### config.mk
export PLATFORM = sky130hd
export DESIGN_NAME = multi_priority_encoder_disp
export DESIGN_NICKNAME = d
export VERILOG_FILES = /design/src/rtl/multi_priority_encoder_disp_pkg.sv /design/src/rtl/multi_priority_encoder_disp_seg_scan.sv /design/src/rtl/multi_priority_encoder_disp.sv
export SDC_FILE = /design/constraint.sdc
export NUM_CORES = 1
export LEC_CHECK = 0
export CAP_MARGIN = 15
export CORE_AREA = 2 2 89 91
export CTS_BUF_LIST = sky130_fd_sc_hd__clkbuf_8
export DETAILED_ROUTE_END_ITERATION = 8
export DIE_AREA = 0 0 91 93
export PLACE_DENSITY = 0.62
export SLEW_MARGIN = 20
export SYNTH_ARGS = -nofsm -noshare
export SYNTH_HDL_FRONTEND = slang
export SYNTH_SLANG_ARGS = --single-unit
### constraint.sdc
create_clock -name clk -period 9.7 [get_ports clk]
set_clock_uncertainty 0.2 [all_clocks]
set_input_delay 1.94 -clock clk [delete_from_list [all_inputs] [get_ports clk]]
set_output_delay 1.94 -clock clk [all_outputs]
set_load 0.005 [all_outputs]
### src/rtl/multi_priority_encoder_disp_pkg.sv
// Shared constants and helpers for the multi-winner priority encoder display.
// Segment patterns are active-low, ordered {dp,g,f,e,d,c,b,a}.
package multi_priority_encoder_disp_pkg;

    localparam logic [7:0] SSEG_BLANK = 8'hFF;
    localparam logic [7:0] SSEG_DASH  = 8'hBF;

    // Width of a digit index; a single digit still needs one bit.
    function automatic int dig_w(input int k);
        return (k > 1) ? $clog2(k) : 1;
    endfunction

    // Hex glyph without dp, active-low {g,f,e,d,c,b,a}.
    function automatic logic [6:0] hex2seg7(input logic [3:0] h);
        logic [6:0] s;
        case (h)
            4'h0: s = 7'h40;
            4'h1: s = 7'h79;
            4'h2: s = 7'h24;
            4'h3: s = 7'h30;
            4'h4: s = 7'h19;
            4'h5: s = 7'h12;
            4'h6: s = 7'h02;
            4'h7: s = 7'h78;
            4'h8: s = 7'h00;
            4'h9: s = 7'h10;
            4'hA: s = 7'h08;
            4'hB: s = 7'h03;
            4'hC: s = 7'h46;
            4'hD: s = 7'h21;
            4'hE: s = 7'h06;
            default: s = 7'h0E;
        endcase
        return s;
    endfunction

endpackage

### src/rtl/multi_priority_encoder_disp_seg_scan.sv
// Digit scan timer: slot counter, digit index and active-low enable decode.
// o_digit is the digit the registers move to on this edge, so sseg can track en.
module seg_scan
    import multi_priority_encoder_disp_pkg::*;
#(
    parameter int K_WIN       = 3,
    parameter int REFRESH_DIV = 50000,
    parameter int CNT_W       = 16,
    parameter int DIG_W       = dig_w(K_WIN)
) (
    input  logic             clk,
    input  logic             rst,
    output logic [DIG_W-1:0] o_digit,
    output logic [K_WIN-1:0] o_en
);

    logic [CNT_W-1:0] r_cnt;
    logic [DIG_W-1:0] r_digit;
    logic [K_WIN-1:0] r_en;
    logic             w_tick;
    logic [DIG_W-1:0] w_digit_nxt;
    logic [K_WIN-1:0] w_en_nxt;

    assign w_tick = (r_cnt == CNT_W'(REFRESH_DIV - 1));

    always_comb begin
        w_digit_nxt = r_digit;
        if (w_tick) begin
            if (r_digit == DIG_W'(K_WIN - 1))
                w_digit_nxt = '0;
            else
                w_digit_nxt = r_digit + 1'b1;
        end
    end

    // Digit d lights en[K_WIN-1-d] so winner 0 sits on the leftmost digit.
    always_comb begin
        w_en_nxt = '1;
        for (int d = 0; d < K_WIN; d++) begin
            if (int'(w_digit_nxt) == K_WIN - 1 - d)
                w_en_nxt[d] = 1'b0;
        end
    end

    always_ff @(posedge clk) begin
        if (rst) begin
            r_cnt            <= '0;
            r_digit          <= '0;
            r_en             <= '1;
            r_en[K_WIN-1]    <= 1'b0;
        end else begin
            r_cnt   <= w_tick ? '0 : r_cnt + 1'b1;
            r_digit <= w_digit_nxt;
            r_en    <= w_en_nxt;
        end
    end

    assign o_digit = w_digit_nxt;
    assign o_en    = r_en;

endmodule

### src/rtl/multi_priority_encoder_disp.sv
// K-winner priority encoder with a time-multiplexed seven-segment display.
// Optional DP_CHANGE_EN: dp marks a winner that changed, for one scan slot.
module multi_priority_encoder_disp
    import multi_priority_encoder_disp_pkg::*;
#(
    parameter int N_REQ       = 12,
    parameter int K_WIN       = 3,
    parameter int IDX_W       = 4,
    parameter int REFRESH_DIV = 50000,
    parameter int CNT_W       = 16
) (
    input  logic                   clk,
    input  logic                   rst,
    input  logic [N_REQ-1:0]       req,
    input  logic                   hold,
    output logic [K_WIN*IDX_W-1:0] win_idx,
    output logic [K_WIN-1:0]       win_vld,
    output logic [7:0]             sseg,
    output logic [K_WIN-1:0]       en
);

    localparam int DIG_W = dig_w(K_WIN);

    logic [N_REQ-1:0]              r_req;
    logic [K_WIN*IDX_W-1:0]        r_win_idx;
    logic [K_WIN-1:0]              r_win_vld;
    logic [K_WIN*IDX_W-1:0]        w_win_idx;
    logic [K_WIN-1:0]              w_win_vld;
    logic [K_WIN-1:0][N_REQ-1:0]   w_rem;
    logic [DIG_W-1:0]              w_digit;
    logic [IDX_W-1:0]              w_sel_idx;
    logic [6:0]                    w_glyph;
    logic                          w_dp;
    logic [7:0]                    r_sseg;

    assign w_rem[0] = r_req;

    // Each stage takes the top remaining bit and masks it for the next.
    for (genvar k = 0; k < K_WIN; k++) begin : g_win
        logic [IDX_W-1:0] w_idx;
        logic             w_vld;
        logic [N_REQ-1:0] w_hit;

        always_comb begin
            w_idx = '0;
            w_vld = 1'b0;
            w_hit = '0;
            for (int i = 0; i < N_REQ; i++) begin
                if (w_rem[k][i]) begin
                    w_idx    = IDX_W'(i);
                    w_vld    = 1'b1;
                    w_hit    = '0;
                    w_hit[i] = 1'b1;
                end
            end
        end

        if (k < K_WIN - 1) begin : g_nxt
            assign w_rem[k+1] = w_rem[k] & ~w_hit;
        end

        assign w_win_idx[k*IDX_W +: IDX_W] = w_idx;
        assign w_win_vld[k]                = w_vld;
    end

    always_ff @(posedge clk) begin
        if (rst) begin
            r_req     <= '0;
            r_win_idx <= '0;
            r_win_vld <= '0;
        end else begin
            r_req <= req;
            if (!hold) begin
                r_win_idx <= w_win_idx;
                r_win_vld <= w_win_vld;
            end
        end
    end

    seg_scan #(
        .K_WIN       (K_WIN),
        .REFRESH_DIV (REFRESH_DIV),
        .CNT_W       (CNT_W),
        .DIG_W       (DIG_W)
    ) u_scan (
        .clk     (clk),
        .rst     (rst),
        .o_digit (w_digit),
        .o_en    (en)
    );

`ifdef DP_CHANGE_EN
    logic [K_WIN-1:0] r_chg;
    logic [K_WIN-1:0] w_chg_nxt;

    // A slot ends when its digit is lit now but the scan is moving on.
    always_comb begin
        w_chg_nxt = r_chg;
        for (int k = 0; k < K_WIN; k++) begin
            if (!en[K_WIN-1-k] && int'(w_digit) != k)
                w_chg_nxt[k] = 1'b0;
            if (!hold &&
                ((w_win_idx[k*IDX_W +: IDX_W] != r_win_idx[k*IDX_W +: IDX_W]) ||
                 (w_win_vld[k] != r_win_vld[k])))
                w_chg_nxt[k] = 1'b1;
        end
    end

    always_ff @(posedge clk) begin
        if (rst)
            r_chg <= '0;
        else
            r_chg <= w_chg_nxt;
    end

    assign w_dp = ~r_chg[w_digit];
`else
    assign w_dp = 1'b1;
`endif

    assign w_sel_idx = r_win_idx[w_digit*IDX_W +: IDX_W];
    assign w_glyph   = r_win_vld[w_digit] ? hex2seg7(4'(w_sel_idx))
                                          : SSEG_DASH[6:0];

    always_ff @(posedge clk) begin
        if (rst)
            r_sseg <= SSEG_BLANK;
        else
            r_sseg <= {w_dp, w_glyph};
    end

    assign win_idx = r_win_idx;
    assign win_vld = r_win_vld;
    assign sseg    = r_sseg;

endmodule

==> flow_summary_export.csv <==
group,metric,value,unit
worst_hold_path,hp-start,"u_scan.r_cnt[0]",
placed_design,dp_hpwl,5490,um
global_route,track_usage,18.9,%
clock_network,cts.sinks,55,
clock_network,postCtsSetupBuffers,0,
yosys,yosys_most_used_dff,"dfxtp_1",
worst_setup_path,crit_path_cell_trace,"clkdlybuf4s50_1, a31o_2, a21oi_1, nand3_1, o311a_1",
clock_network,post_cts_resized,0,
yosys,ys_async_sr_fraction,0,%
worst_setup_path,r2r_end,"sseg[5]",
cells_and_area,area_growth,15.0,%
worst_setup_path,start_kind,"primary input",
die,core,7530,um^2
yosys,yosysMostFrequentCell,"dfxtp_1",
worst_setup_path,cp.arrival,4.01,ns
die,rows,32,
yosys,synth-edff-count,0,
worst_setup_path,r2r_start,"u_scan.r_cnt[0]",
worst_setup_path,crit_fanout,28,
worst_setup_path,cpMaxStageDelayCell,"clkdlybuf4s50_1",
routing,vias,2938,
timing,setup_violations,0,
worst_setup_path,slowest_delay,0.87,ns
global_route,grt_max_degree,37,
die,start_util,43.3,%
die,ios,41,
global_route,grt_pass1_vias,2604,
placed_design,numPortBuffers,39,
placed_design,placed_cell_area,3650,um^2
timing,period_share,41.3,%
worst_setup_path,worstRegToRegCells,11,
power_and_ir_drop,irDropWorstVdd,0.0490,mV
status,status,"complete, no violations",
timing,fmax,249,MHz
cells_and_area,fillers,780,
cells_and_area,fin_area,3750,um^2
clock_network,cts_tree,"yes",
cells_and_area,drive_above_1_share,5.73,%
cells_and_area,diodes,0,
worst_setup_path,endpoint_kind,"flop",
routing,avgRoutedWirePerCell,14.9,um
yosys,yosysUniqueCellTypes,71,
clock_network,htreeDepth,2,
yosys,yosysSeqAreaShare,33.8,%
routing,via_per_inst,5.64,
yosys,yosysWarningCount,0,
die,dieWidth,91,um
yosys,syn_nets,425,
yosys,synthTopCellsByArea,"dfxtp_1 (34%), nor2_1 (5.4%), a21oi_1 (4.9%)",
placed_design,dp_cells,514,
timing,finalHoldViolations,0,
power_and_ir_drop,cellPowerDensity,131,nW/um^2
yosys,ys_seq_elements,55,
power_and_ir_drop,p_leak,0.00139,uW
clock_network,clk_pin_slew,0.09,ns
clock_network,ctsHoldBuffers,0,
global_route,antenna_found_initial,0,
run,maxCapViolations,0,
worst_hold_path,whs_endpoint,"u_scan.r_cnt[0]",
worst_setup_path,required,9.70,ns
routing,route.detailed.drc,0,
routing,drtIter0Drc,160,
clock_network,cts_buffers,5,
worst_setup_path,critPathKind,"in2reg",
worst_hold_path,hp-class,"reg2reg",
timing,tns,0,ns
yosys,synth_area_leader_cell,"dfxtp_1",
clock_network,worst_skew_pair.late_latency,0.31,ns
yosys,syn_area_per_cell,8.09,um^2
timing,grt_setup_unrepaired,"no",
worst_hold_path,holdPathStages,1,
routing,drt-total-wl,7770,um
timing,tightest_slew,0.883,ns
yosys,netlist_top_cells_count,"dfxtp_1 (55), nor2_1 (47), a21oi_1 (32), nand2_1 (27), clkbuf_1 (24)",
die,die_h,93,um
clock_network,cts_root_buf,"clkbuf_8",
timing,slew_viol_final,0,
timing,slew_headroom,41.0,%
die,fp.dieArea,8460,um^2
global_route,overflow,0,
cells_and_area,fin_cells,521,
placed_design,routabilityCongestion,0.941,
global_route,grt_pass1_wl,13100,um
routing,first_pass_iters,4,
cells_and_area,nNetsFinal,441,
routing,postRouteAntennaNets,0,
worst_setup_path,reg2reg_slack,6.16,ns
yosys,syn_inst,403,
yosys,synth_top_area_share,33.8,%
clock_network,cts_buffer_depth,2,
yosys,syn_area,3260,um^2
timing,min_period,4.01,ns
[layer usage]
layer,global-route usage [%],part of all wire [%]
met1,26.8,48
met2,29.6,45
met3,3.14,5.1
met4,5.56,1.3
met5,0,0
[metrics by stage]
step / util (%) / total power, uW / hold WS, ns / worst slack, ns
finish: 49.8 / 490 / 0.247 / 5.69
CTS: 49.8 / 494 / 0.255 / 5.72
detailed placement: 48.4 / 347 / 0.241 / 5.38
global placement: 48.4 / 346 / 0.230 / 5.46
global route: 49.8 / 515 / 0.269 / 5.48
floorplan: - / 313 / 0.218 / 6.37
[layout by cell type (no fill, tap or decap), types with 4 or more instances in the layout]
cell             instances
a2111oi_0                4
a21oi_1                 32
a22oi_1                  9
and3_1                   8
clkbuf_8                 5
clkdlybuf4s50_1         39
dfxtp_1                 55
ha_1                     7
inv_1                   12
maj3_1                   6
mux2i_1                  4
nand2_1                 27
nand3_1                 12
nor2_1                  47
nor2b_1                 17
nor3_1                  12
nor3b_1                  5
o21ai_0                 16
o21bai_1                 4
o22ai_1                  4
or3_1                    4
xnor2_1                  7
xor2_1                  10
[power by group]
group	switching, uW	total (uW)	internal, uW
clock	72.3	147	74.8
combinational	44.2	89.1	44.9
sequential	18.0	254	236
total	134	490	356
[kinds of logic after synthesis]
family / after synthesis / share of synthesized area, %
mux: 8 / 2.73
buf+inv: 43 / 5.64
flops: 55 / 33.8
fa+ha+maj: 13 / 4.53
simple gates: 156 / 24.7
compound gates: 109 / 23.5
other cells: 1 / 0.115
xor+xnor: 18 / 5.07
[flip-flops by register name (all words and copies together), names as in the netlist]
signal,cells
u_scan.r_cnt,16
r_req,12
win_idx,12
sseg,7
u_scan.o_en,3
win_vld,3
u_scan.r_digit,2
[how the worst max path moves through the flow]
stage	from	endpoint	cells after the start
floorplan	hold	win_idx[8]	6
finish	hold	win_vld[2]	5
detailed placement	hold	win_vld[2]	5
global placement	hold	win_vld[2]	5
CTS	hold	win_vld[2]	5
global route	hold	win_idx[8]	6
[worst max-delay path, delay by kind of cell]
| kind | cells | cell delay (ns) |
|---|---|---|
| AOI/OAI and AO/OA | 3 | 1.08 |
| and+or+nand+nor | 1 | 0.12 |
| buffers and inverters | 1 | 0.87 |
[layout make-up]
cell class              count  area [um^2]  share of cell area, %
repair buffers             40          398                   10.6
well taps                 102          128                   3.40
inverters                  12         45.0                   1.20
flip-flops and latches     55         1100                   29.4
multi-input cells         305         1970                   52.7
clock buffers               5         68.8                   1.84
clock inverters             2         33.8                  0.901
No activity file was read; power rests on OpenSTA's default activity.
